[src/rtl/sfx_scheduler.sv]
// Two-voice sound-effect scheduler: fixed-priority arbitration of NREQ requesters
// onto two timed voices, with retrigger, free-voice allocation and priority preemption.

module sfx_voice #(
  parameter int LENW = 12,
  parameter int OW   = 2
) (
  input  logic            clk,
  input  logic            rst_n,
  input  logic            strobe_i,
  input  logic            load_i,
  input  logic [OW-1:0]   owner_i,
  input  logic [LENW-1:0] len_i,
  output logic            busy_o,
  output logic [OW-1:0]   owner_o,
  output logic            busy_nxt_o,
  output logic [OW-1:0]   owner_nxt_o,
  output logic            expire_o
);
  logic            busy_q, busy_d;
  logic [OW-1:0]   owner_q, owner_d;
  logic [LENW-1:0] rem_q, rem_d;

  // A load at the expiry edge takes precedence, so that voice never reports done.
  always_comb begin
    busy_d   = busy_q;
    owner_d  = owner_q;
    rem_d    = rem_q;
    expire_o = 1'b0;
    if (load_i) begin
      busy_d  = 1'b1;
      owner_d = owner_i;
      rem_d   = len_i;
    end else if (busy_q && strobe_i) begin
      if (rem_q == LENW'(1)) begin
        busy_d   = 1'b0;
        owner_d  = '0;
        rem_d    = '0;
        expire_o = 1'b1;
      end else begin
        rem_d = rem_q - 1'b1;
      end
    end
  end

  always_ff @(posedge clk or negedge rst_n) begin
    if (!rst_n) begin
      busy_q  <= 1'b0;
      owner_q <= '0;
      rem_q   <= '0;
    end else begin
      busy_q  <= busy_d;
      owner_q <= owner_d;
      rem_q   <= rem_d;
    end
  end

  assign busy_o      = busy_q;
  assign owner_o     = owner_q;
  assign busy_nxt_o  = busy_d;
  assign owner_nxt_o = owner_d;
endmodule

module sfx_scheduler #(
  parameter int NREQ = 4,
  parameter int LENW = 12,
  localparam int OW  = (NREQ > 1) ? $clog2(NREQ) : 1
) (
  input  logic                 clk,
  input  logic                 rst_n,
  input  logic                 sample_strobe,
  input  logic [NREQ-1:0]      req,
  input  logic [NREQ*LENW-1:0] req_len,
  output logic [NREQ-1:0]      ack,
  output logic [NREQ-1:0]      done,
  output logic [1:0]           voice_active,
  output logic [2*OW-1:0]      voice_owner,
  output logic [NREQ-1:0]      control
);
  localparam int NV = 2;

  logic [NV-1:0]          v_busy, v_busy_nxt, v_expire, v_load;
  logic [NV-1:0][OW-1:0]  v_owner, v_owner_nxt;
  logic [NREQ-1:0]        ack_q, ack_d, done_q, done_d, ctrl_q, ctrl_d, elig;
  logic                   win_vld, tgt_vld, tgt, grant;
  logic [OW-1:0]          win;
  logic [LENW-1:0]        win_len;
  logic                   lo0, lo1;

  assign elig = req & ~ack_q;

  always_comb begin
    win_vld = 1'b0;
    win     = '0;
    for (int i = 0; i < NREQ; i++) begin
      if (elig[i]) begin
        win_vld = 1'b1;
        win     = OW'(i);
      end
    end
  end

  assign win_len = req_len[win*LENW +: LENW];
  assign lo0     = v_owner[0] < win;
  assign lo1     = v_owner[1] < win;

  // Retrigger own voice, else lowest free voice, else preempt a lower-priority owner.
  always_comb begin
    tgt_vld = 1'b0;
    tgt     = 1'b0;
    if (v_busy[0] && v_owner[0] == win) begin
      tgt_vld = 1'b1;
      tgt     = 1'b0;
    end else if (v_busy[1] && v_owner[1] == win) begin
      tgt_vld = 1'b1;
      tgt     = 1'b1;
    end else if (!v_busy[0]) begin
      tgt_vld = 1'b1;
      tgt     = 1'b0;
    end else if (!v_busy[1]) begin
      tgt_vld = 1'b1;
      tgt     = 1'b1;
    end else if (lo0 && lo1) begin
      tgt_vld = 1'b1;
      tgt     = (v_owner[0] < v_owner[1]) ? 1'b0 : 1'b1;
    end else if (lo0 || lo1) begin
      tgt_vld = 1'b1;
      tgt     = lo1;
    end
  end

  assign grant = win_vld && tgt_vld;

  always_comb begin
    ack_d  = '0;
    v_load = '0;
    if (grant) begin
      ack_d[win] = 1'b1;
      // Zero-length grants are acknowledged but leave the voices alone.
      if (win_len != '0) v_load[tgt] = 1'b1;
    end
  end

  always_comb begin
    done_d = '0;
    ctrl_d = '0;
    for (int v = 0; v < NV; v++) begin
      if (v_expire[v])   done_d[v_owner[v]]     = 1'b1;
      if (v_busy_nxt[v]) ctrl_d[v_owner_nxt[v]] = 1'b1;
    end
  end

  for (genvar v = 0; v < NV; v++) begin : g_voice
    sfx_voice #(.LENW(LENW), .OW(OW)) u_voice (
      .clk         (clk),
      .rst_n       (rst_n),
      .strobe_i    (sample_strobe),
      .load_i      (v_load[v]),
      .owner_i     (win),
      .len_i       (win_len),
      .busy_o      (v_busy[v]),
      .owner_o     (v_owner[v]),
      .busy_nxt_o  (v_busy_nxt[v]),
      .owner_nxt_o (v_owner_nxt[v]),
      .expire_o    (v_expire[v])
    );
    assign voice_owner[v*OW +: OW] = v_owner[v];
  end

  always_ff @(posedge clk or negedge rst_n) begin
    if (!rst_n) begin
      ack_q  <= '0;
      done_q <= '0;
      ctrl_q <= '0;
    end else begin
      ack_q  <= ack_d;
      done_q <= done_d;
      ctrl_q <= ctrl_d;
    end
  end

  assign ack          = ack_q;
  assign done         = done_q;
  assign control      = ctrl_q;
  assign voice_active = v_busy;
endmodule

[config.mk]
export PLATFORM = sky130hd
export DESIGN_NAME = sfx_scheduler
export DESIGN_NICKNAME = d
export VERILOG_FILES = /design/src/rtl/sfx_scheduler.sv
export SDC_FILE = /design/constraint.sdc
export NUM_CORES = 1
export LEC_CHECK = 0
export CORE_MARGIN = 4
export CORE_UTILIZATION = 64
export CTS_CLUSTER_SIZE = 40
export DETAILED_ROUTE_END_ITERATION = 7
export DONT_BUFFER_PORTS = 1
export GPL_ROUTABILITY_DRIVEN = 0
export PLACE_DENSITY = 0.8
export SYNTH_ARGS = -nofsm -noshare
export SYNTH_HDL_FRONTEND = slang
export SYNTH_HIERARCHICAL = 1
export SYNTH_SLANG_ARGS = --single-unit
[constraint.sdc]
create_clock -name clk -period 4 [get_ports clk]
set_input_delay 0.4 -clock clk [delete_from_list [all_inputs] [get_ports clk]]
set_output_delay 0.4 -clock clk [all_outputs]
set_load 0.05 [all_outputs]
==> impl_summary.txt, run 1 <==
----------------------------------------------------
[Floorplanning]
  Area of the die ... between 5000 and 6000 sq um
  Placeable core region ... 4384 sq um
  Die H ... about 76 um
  Placement row count ... 24
  Initial core utilization ... between 60% and 70%
  IO Pins ... between 70 and 80
  Horizontal die dimension ... between 70 and 80 um

[Yosys]
  Post-Synthesis Mean Instance Area ... 8.309 sq um
  Synthesized netlist net count ... 415
  Cell Area, Synth ... ~2900 sq um
  Post-synthesis sequential element count ... 42
  Number of instances in the synthesized netlist ... between 300 and 400
  Library cell occupying the most area in the post-synthesis netlist ... dfrtp_1
  Fraction of the yosys area taken by sequential cells ... 36.04%
  Dominant register cell in the synthesized netlist ... dfrtp_1
  Number of flops mapped to enable cells by yosys ... 0
  Post-synth ARST share ... 100.0%
  Top area cells in the synthesized netlist ... dfrtp_1, nand2_1, ha_1, nor4_1, a21o_1
  Count of unique library cells instantiated by Yosys ... 52
  YS warnings ... 6
  Share of the synthesized area in the top cell type ... ~36%

[Clock tree]
  CTS Buf Count ... 5
  Worst-path clk slew ... roughly 0.090 ns
  # clock sinks ... 42
  CTS tree ... done
  Buffers inserted by post-CTS timing repair ... 0
  Max Root-Sink Buffers ... 2
  Library cell used as clock root buffer ... clkbuf_8
  H-tree levels ... 2
  Clock network latency to the later pin of the worst-skew pair ... 0.31 ns

[Route]
  Post-DRT Antenna Nets ... 0
  Overall routed net length ... ~7.5 mm
  Iteration count of the initial detailed-routing pass ... 5
  # DRC ... 0
  Routed length per placed instance ... 18.52 um
  Vias per cell ... between 6 and 7
  Total number of vias ... 2,755
  Violation count after the first detailed-routing iteration ... 240

[Placement]
  Dpl hpwl ... roughly 5.7 mm
  Count of input and output buffers ... 0
  Number of cells in the design after placement ... between 300 and 400
  Placement Cell Area ... 2988 sq um

[Final layout]
  Net count, final ... between 400 and 500
  Commonest non-fill, non-tap cell in the layout ... nand2_1
  Proportion of layout cells with a drive suffix above 1 ... under 10%
  Filler cell count ... 351
  Sequential Area ... 1051 sq um
  Number of diodes ... 0
  Number of cells in the finished layout apart from fillers ... a little over 400
  Signed area change from the synthesized netlist to the final layout ... 6.735%
  Commonest cells after routing, fill and taps aside ... nand2_1, dfrtp_1, nor2_1
  Footprint of the multi-input gates ... about 1700 sq um
  Finished layout cell area ... between 3000 and 4000 sq um

[Timing]
  RSZ-0062 raised after global routing ... false
  Final clock skew ... 0.008447 ns
  Total count of hold-check failures in the final report ... 0
  Period utilisation layout ... 86.23%
  Number of slew-limit violations in the final report ... 0
  Hold slack final ... around 0.24 ns
  Fin crit period ... between 3 and 4 ns
  Worst slew slack as a fraction of its limit ... approximately 52%
  Actual slew at the worst max-slew pin ... roughly 0.7 ns
  Setup violations, final ... 0
  Fmax ... approximately 0.29 GHz
  TNS Setup ... 0 ns

[Global routing]
  Total global routing overflow ... 0
  Global-route wire length before repair ... about 12 mm
  Initial antenna violation count ... 0
  Global routing usage summed across all routing layers ... 27.56%
  Pin count of the biggest net entering global routing ... between 40 and 50
  Via count of the first global-routing pass ... ~2,600

[Worst hold path]
  Class of the tightest hold or removal check ... input port to flip-flop
  Number of cells on the worst hold path ... 2

[Worst setup path]
  Max FO, Critical Path ... 29
  Delay contributed by the slowest stage of the critical path ... between 0.3 and 0.4 ns
  Setup slack on the worst flop-to-flop path ... between 0.5 and 0.6 ns
  Stages on the worst setup path ... 14
  Number of cell instances on the worst register-to-register path ... 14
  Sort of element at the end of the critical path ... flip-flop
  Critical path launch point type ... flip-flop
  Path type of the worst setup path ... flip-flop to flip-flop
  Cells traversed along the worst timing path ... buf_4 > nand2b_1 > o21ai_0 > ha_1 > nand2_1 > nand2_1 > nor4b_2 > buf_4 > nor4_2 > buf_4 > a21oi_1 > a22o_1 > inv_1 > o22ai_1
  Worst path slowest cell ... a21oi_1
  Dominant cell type by count on the critical path ... buf_4
  Required time of the worst setup path ... 4.23 ns
  Worst path bufs/invs ... 4
  CP delay by family, top ... compound AO/OA/AOI/OAI gates
  Worst EP arrival ... ~3.7 ns

[Power and ir drop]
  Power density over the cells ... between 1000 and 1500 nW/um^2
  Highest ir drop seen on vdd ... 0.0007139 V
  Leakage component of the power ... around 1.3 nW

[Run]
  Number of max-cap violations ... 0

[Outcome]
  Outcome ... finished, final reports clean

----------------------------------------------------
per-stage QoR:
step                worst slack [ns]  util, %  power, mW
CTS                           0.5825    71.00      3.103
global placement              0.7497    68.15      2.740
global route                  0.2781    71.00      3.394
finish                        0.5510    71.00      3.124
floorplan                     0.3745        -      2.381
detailed placement            0.6121    68.15      2.790
report_power, final:
part	switching [mW]	internal, mW	leakage (nW)
Sequential	0.317	0.635	0.517
Combinational	1.13	0.742	0.775
Clock	0.169	0.130	0.0495
cell type report:
type,instances,area share (%)
inverters,15,1.809
repair buffers,11,3.135
flip-flops and latches,42,33.76
well taps,52,2.090
multi-input cells,279,56.15
clock buffers,5,2.211
clock inverters,3,0.8441
state kept, by name (all words and copies together) (netlist names):
signal / cells
g_voice.u_voice/busy_o: 2
done: 4
ack: 4
g_voice.u_voice/rem_q: 24
control: 4
g_voice.u_voice/owner_o: 4
layer usage:
metal | track usage (%) | wire length, um
met3 | 6.992 | 631
met5 | 0 | 0
met2 | 43.72 | 3628
met1 | 36.09 | 3102
met4 | 11.07 | 175
cell usage after synthesis, types with 2 or more instances:
| cell | count |
|---|---|
| mux2i_1 | 3 |
| or2_1 | 2 |
| a31oi_1 | 2 |
| nand4bb_1 | 2 |
| nand2b_1 | 4 |
| clkbuf_1 | 8 |
| a311oi_1 | 12 |
| nand3_1 | 6 |
| ha_1 | 9 |
| nor4_1 | 18 |
| a31o_2 | 2 |
| a31o_1 | 2 |
| o31ai_1 | 4 |
| nand2_1 | 54 |
| o21a_1 | 2 |
| nor4b_1 | 2 |
| o21ai_1 | 3 |
| nand4_1 | 2 |
| o2111ai_1 | 2 |
| or4_1 | 2 |
| a211o_1 | 4 |
| or3_1 | 2 |
| o31a_1 | 4 |
| buf_2 | 3 |
| a21oi_1 | 19 |
| a21o_1 | 14 |
| nor2b_1 | 4 |
| buf_1 | 3 |
| and2_1 | 4 |
| dfrtp_1 | 42 |
| o22ai_1 | 6 |
| nor2_1 | 27 |
| xnor2_1 | 6 |
| o211ai_1 | 2 |
| inv_1 | 14 |
| o21ai_0 | 16 |
| and3_1 | 4 |
| or2_2 | 3 |
| or4_4 | 2 |
| nor3_1 | 12 |
| a22o_1 | 8 |
what timing repair did:
| item | in CTS | in global routing |
|---|---|---|
| resized for setup | 0 | 0 |
| hold buffers | 2 | 0 |
| hold endpoints to repair | 42 | 0 |
kinds of logic (layout without fill, tap and decap cells):
family	count (synthesis)	count (layout)	share of synthesized area (%)
multiplexers	3	3	1.030
AO/OA/AOI/OAI	103	103	24.54
XOR/XNOR	6	6	1.802
buffers and inverters	30	34	4.247
adder cells (fa/ha/maj)	9	9	3.861
flip-flops	42	42	36.04
AND/OR/NAND/NOR	158	158	28.48
worst paths after layout:
kind,startpoint,endpoint
setup / recovery,ack[3],control[2]
hold / removal,req[0],ack[0]
setup reg to reg,ack[3],control[2]
hold reg to reg,g_voice[0].u_voice/rem_q[11],g_voice[0].u_voice/rem_q[11]
max in group asynchronous,rst_n,g_voice[1].u_voice/rem_q[2]
min in group asynchronous,rst_n,g_voice[0].u_voice/rem_q[3]
Note: power is estimated with default switching activity, not from simulation.
==> run 2: changes to the inputs <==
--- a/config.mk
+++ b/config.mk
@@ -5,6 +5,7 @@
 export SDC_FILE = /design/constraint.sdc
 export NUM_CORES = 1
 export LEC_CHECK = 0
+export CORE_ASPECT_RATIO = 1.25
 export CORE_MARGIN = 4
 export CORE_UTILIZATION = 64
 export CTS_CLUSTER_SIZE = 40
==> run 2 against run 1 <==
  * Utilization is 0.33 points higher
  * Routed wire length shrank 1.0%
  * Count of clock-buffer cells in the layout is the same
  * Critical path type unchanged
  * Largest power group unchanged
==> impl_summary.txt, run 2 (synthesis gave the netlist of run 1 again) <==
----------------------------------------------------
[Clock tree]
  CTS tree ... done (unchanged)
  CTS Buf Count ... 5 (unchanged)
  # clock sinks ... 42 (unchanged)
  Library cell used as clock root buffer ... clkbuf_8 (unchanged)
  H-tree levels ... 2 (unchanged)
  Resized cells post-CTS ... 0 (unchanged)
  Worst-path clk slew ... 0.08 ns (was 0.09 ns)
  Clock network latency to the later pin of the worst-skew pair ... 0.30 ns (was 0.31 ns)
  Max Root-Sink Buffers ... 2 (unchanged)

[Worst setup path]
  Delay contributed by the slowest stage of the critical path ... 0.62 ns (was 0.39 ns)
  Worst path bufs/invs ... 1 (was 4)
  Number of cell instances on the worst register-to-register path ... 12 (was 14)
  Cells traversed along the worst timing path ... or2b_1 > o21ai_0 > ha_1 > nand2_1 > nand2_1 > nor4b_2 > nor2_1 > and3b_1 > buf_4 > nor3_1 > nand2_1 > o22ai_1 (was buf_4 > nand2b_1 > o21ai_0 > ha_1 > nand2_1 > nand2_1 > nor4b_2 > buf_4 > nor4_2 > buf_4 > a21oi_1 > a22o_1 > inv_1 > o22ai_1)
  Path type of the worst setup path ... flip-flop to flip-flop (unchanged)
  Max FO, Critical Path ... 28 (was 29)
  Worst EP arrival ... 3.79 ns (was 3.68 ns)
  Worst path slowest cell ... nor4b_2 (was a21oi_1)
  FF-to-FF Start ... ack[1] (was ack[3])
  Required time of the worst setup path ... 4.22 ns (was 4.23 ns)
  Sort of element at the end of the critical path ... flip-flop (unchanged)
  Critical path launch point type ... flip-flop (unchanged)
  Critical register-to-register path endpoint ... done[1] (was control[2])
  CP delay by family, top ... simple AND/OR/NAND/NOR gates (was compound AO/OA/AOI/OAI gates)
  Dominant cell type by count on the critical path ... nand2_1 (was buf_4)
  Setup slack on the worst flop-to-flop path ... 0.43 ns (was 0.55 ns)

[Global routing]
  Initial antenna violation count ... 0 (unchanged)
  Global routing usage summed across all routing layers ... 27.61% (was 27.56%)
  Via count of the first global-routing pass ... 2,646 (was 2,617)
  Global-route wire length before repair ... 12.30 mm (was 11.99 mm)
  Total global routing overflow ... 0 (unchanged)
  Pin count of the biggest net entering global routing ... 43 (unchanged)

[Outcome]
  Outcome ... finished, final reports clean (unchanged)

[Floorplanning]
  Initial core utilization ... 66.41% (was 66.52%)
  Placeable core region ... 4392 sq um (was 4384 sq um)
  Placement row count ... 27 (was 24)
  Die H ... 83.48 um (was 75.51 um)
  Horizontal die dimension ... 68.38 um (was 75.51 um)
  Area of the die ... 5708 sq um (was 5701 sq um)
  IO Pins ... 73 (unchanged)

[Timing]
  Fin crit period ... 3.571 ns (was 3.449 ns)
  Final clock skew ... 0.004730 ns (was 0.008447 ns)
  Worst slew slack as a fraction of its limit ... 54.15% (was 52.12%)
  TNS Setup ... 0 ns (unchanged)
  Hold slack final ... 0.2486 ns (was 0.2423 ns)
  RSZ-0062 raised after global routing ... false (unchanged)
  Actual slew at the worst max-slew pin ... 0.6878 ns (was 0.7183 ns)
  Total count of hold-check failures in the final report ... 0 (unchanged)
  Period utilisation layout ... 89.28% (was 86.23%)
  Number of slew-limit violations in the final report ... 0 (unchanged)
  Worst setup margin ... 0.4289 ns (was 0.5510 ns)
  Fmax ... 0.2800 GHz (was 0.2899 GHz)
  Setup violations, final ... 0 (unchanged)

[Power and ir drop]
  Highest ir drop seen on vdd ... 0.0007738 V (was 0.0007139 V)
  Post-layout total power ... 3.121 mW (was 3.124 mW)
  Leakage component of the power ... 1.342 nW (was 1.341 nW)
  Power density over the cells ... 996.1 nW/um^2 (was 1004 nW/um^2)

[Final layout]
  Number of cells in the finished layout apart from fillers ... 415 (was 407)
  Net count, final ... 420 (was 418)
  Number of diodes ... 0 (unchanged)
  Commonest non-fill, non-tap cell in the layout ... nand2_1 (unchanged)
  Proportion of layout cells with a drive suffix above 1 ... 9.804% (was 9.296%)
  Max FFs per register ... 24 (unchanged)
  Signed area change from the synthesized netlist to the final layout ... 7.422% (was 6.735%)
  Biggest register ... g_voice.u_voice/rem_q (unchanged)
  Commonest cells after routing, fill and taps aside ... nand2_1, dfrtp_1, nor2_1 (unchanged)

[Route]
  Overall routed net length ... 7.462 mm (was 7.538 mm)
  Iteration count of the initial detailed-routing pass ... 5 (unchanged)
  Violation count after the first detailed-routing iteration ... 299 (was 240)
  Post-DRT Antenna Nets ... 0 (unchanged)
  # DRC ... 0 (unchanged)
  Routed length per placed instance ... 17.98 um (was 18.52 um)
  Vias per cell ... 6.576 (was 6.769)
  Total number of vias ... 2,729 (was 2,755)

[Worst hold path]
  Number of cells on the worst hold path ... 2 (unchanged)
  Min-Delay Startpoint ... req[0] (unchanged)
  Hold EP ... ack[0] (unchanged)
  Class of the tightest hold or removal check ... input port to flip-flop (unchanged)

[Run]
  Number of max-cap violations ... 0 (unchanged)

[Placement]
  Number of cells in the design after placement ... 405 (was 397)
  Dpl hpwl ... 5.802 mm (was 5.708 mm)
  Count of input and output buffers ... 0 (unchanged)
  Pre-CTS WS ... 0.4998 ns (was 0.6121 ns)

----------------------------------------------------
-- run 2: changes by cell type in the layout (fill, tap and decap cells not counted), sizes merged --
cell | before | now
buf | 10 | 12
inv | 18 | 16
clkinvlp | 0 | 2
-- run 2: worst max path at each step --
stage / start / endpoint / slack [ns] / depth (start not counted)
after floorplan: ack[1] / done[0] / 0.37 / 14
after global placement: req[1] / control[2] / 0.62 / 12
after detailed placement: req[1] / done[1] / 0.50 / 12
after CTS: ack[1] / done[1] / 0.52 / 12
after global routing: ack[1] / done[1] / 0.09 / 12
final: ack[1] / done[1] / 0.43 / 12
-- run 2: layer usage --
metal	up-vias	GRT usage (%)	wire length, um
met4	0	9.765	197
met3	20	6.739	532
met5	-	0	0
li1	1309	-	-
met1	1277	34.85	2926
met2	123	44.74	3806
-- run 2: power by group --
part           total (mW)  internal [mW]  switching [mW]
registers           0.880          0.636           0.243
logic                1.96          0.753            1.21
clock network       0.280          0.125           0.156
-- run 2: per-stage QoR --
stage               area, sq um  utilization (%)
floorplan                  2917                -
global placement           3010            68.55
detailed placement         3010            68.55
CTS                        3133            71.34
global route               3133            71.34
finish                     3133            71.34
-- run 2: worst register-to-register path: stages (launching register included) --
cell     delay, ns
dfrtp_1       0.38
or2b_1        0.25
o21ai_0       0.47
ha_1          0.35
nand2_1       0.07
nand2_1       0.08
nor4b_2       0.62
nor2_1        0.10
and3b_1       0.21
buf_4         0.21
nor3_1        0.46
nand2_1       0.13
o22ai_1       0.17
-- run 2: final cells by class --
class | count | area (sq um)
multi-input combinational | 279 | 1748
clock inverter | 3 | 23.77
clock buffer | 5 | 68.82
inverter | 15 | 56.30
fill | 363 | 1259
sequential | 42 | 1051
timing repair buffer | 13 | 112.6
tap | 58 | 72.57
-- run 2: timing repair --
action	CTS	global route
hold endpoints to repair	42	0
hold buffers	2	0
setup buffers	0	0
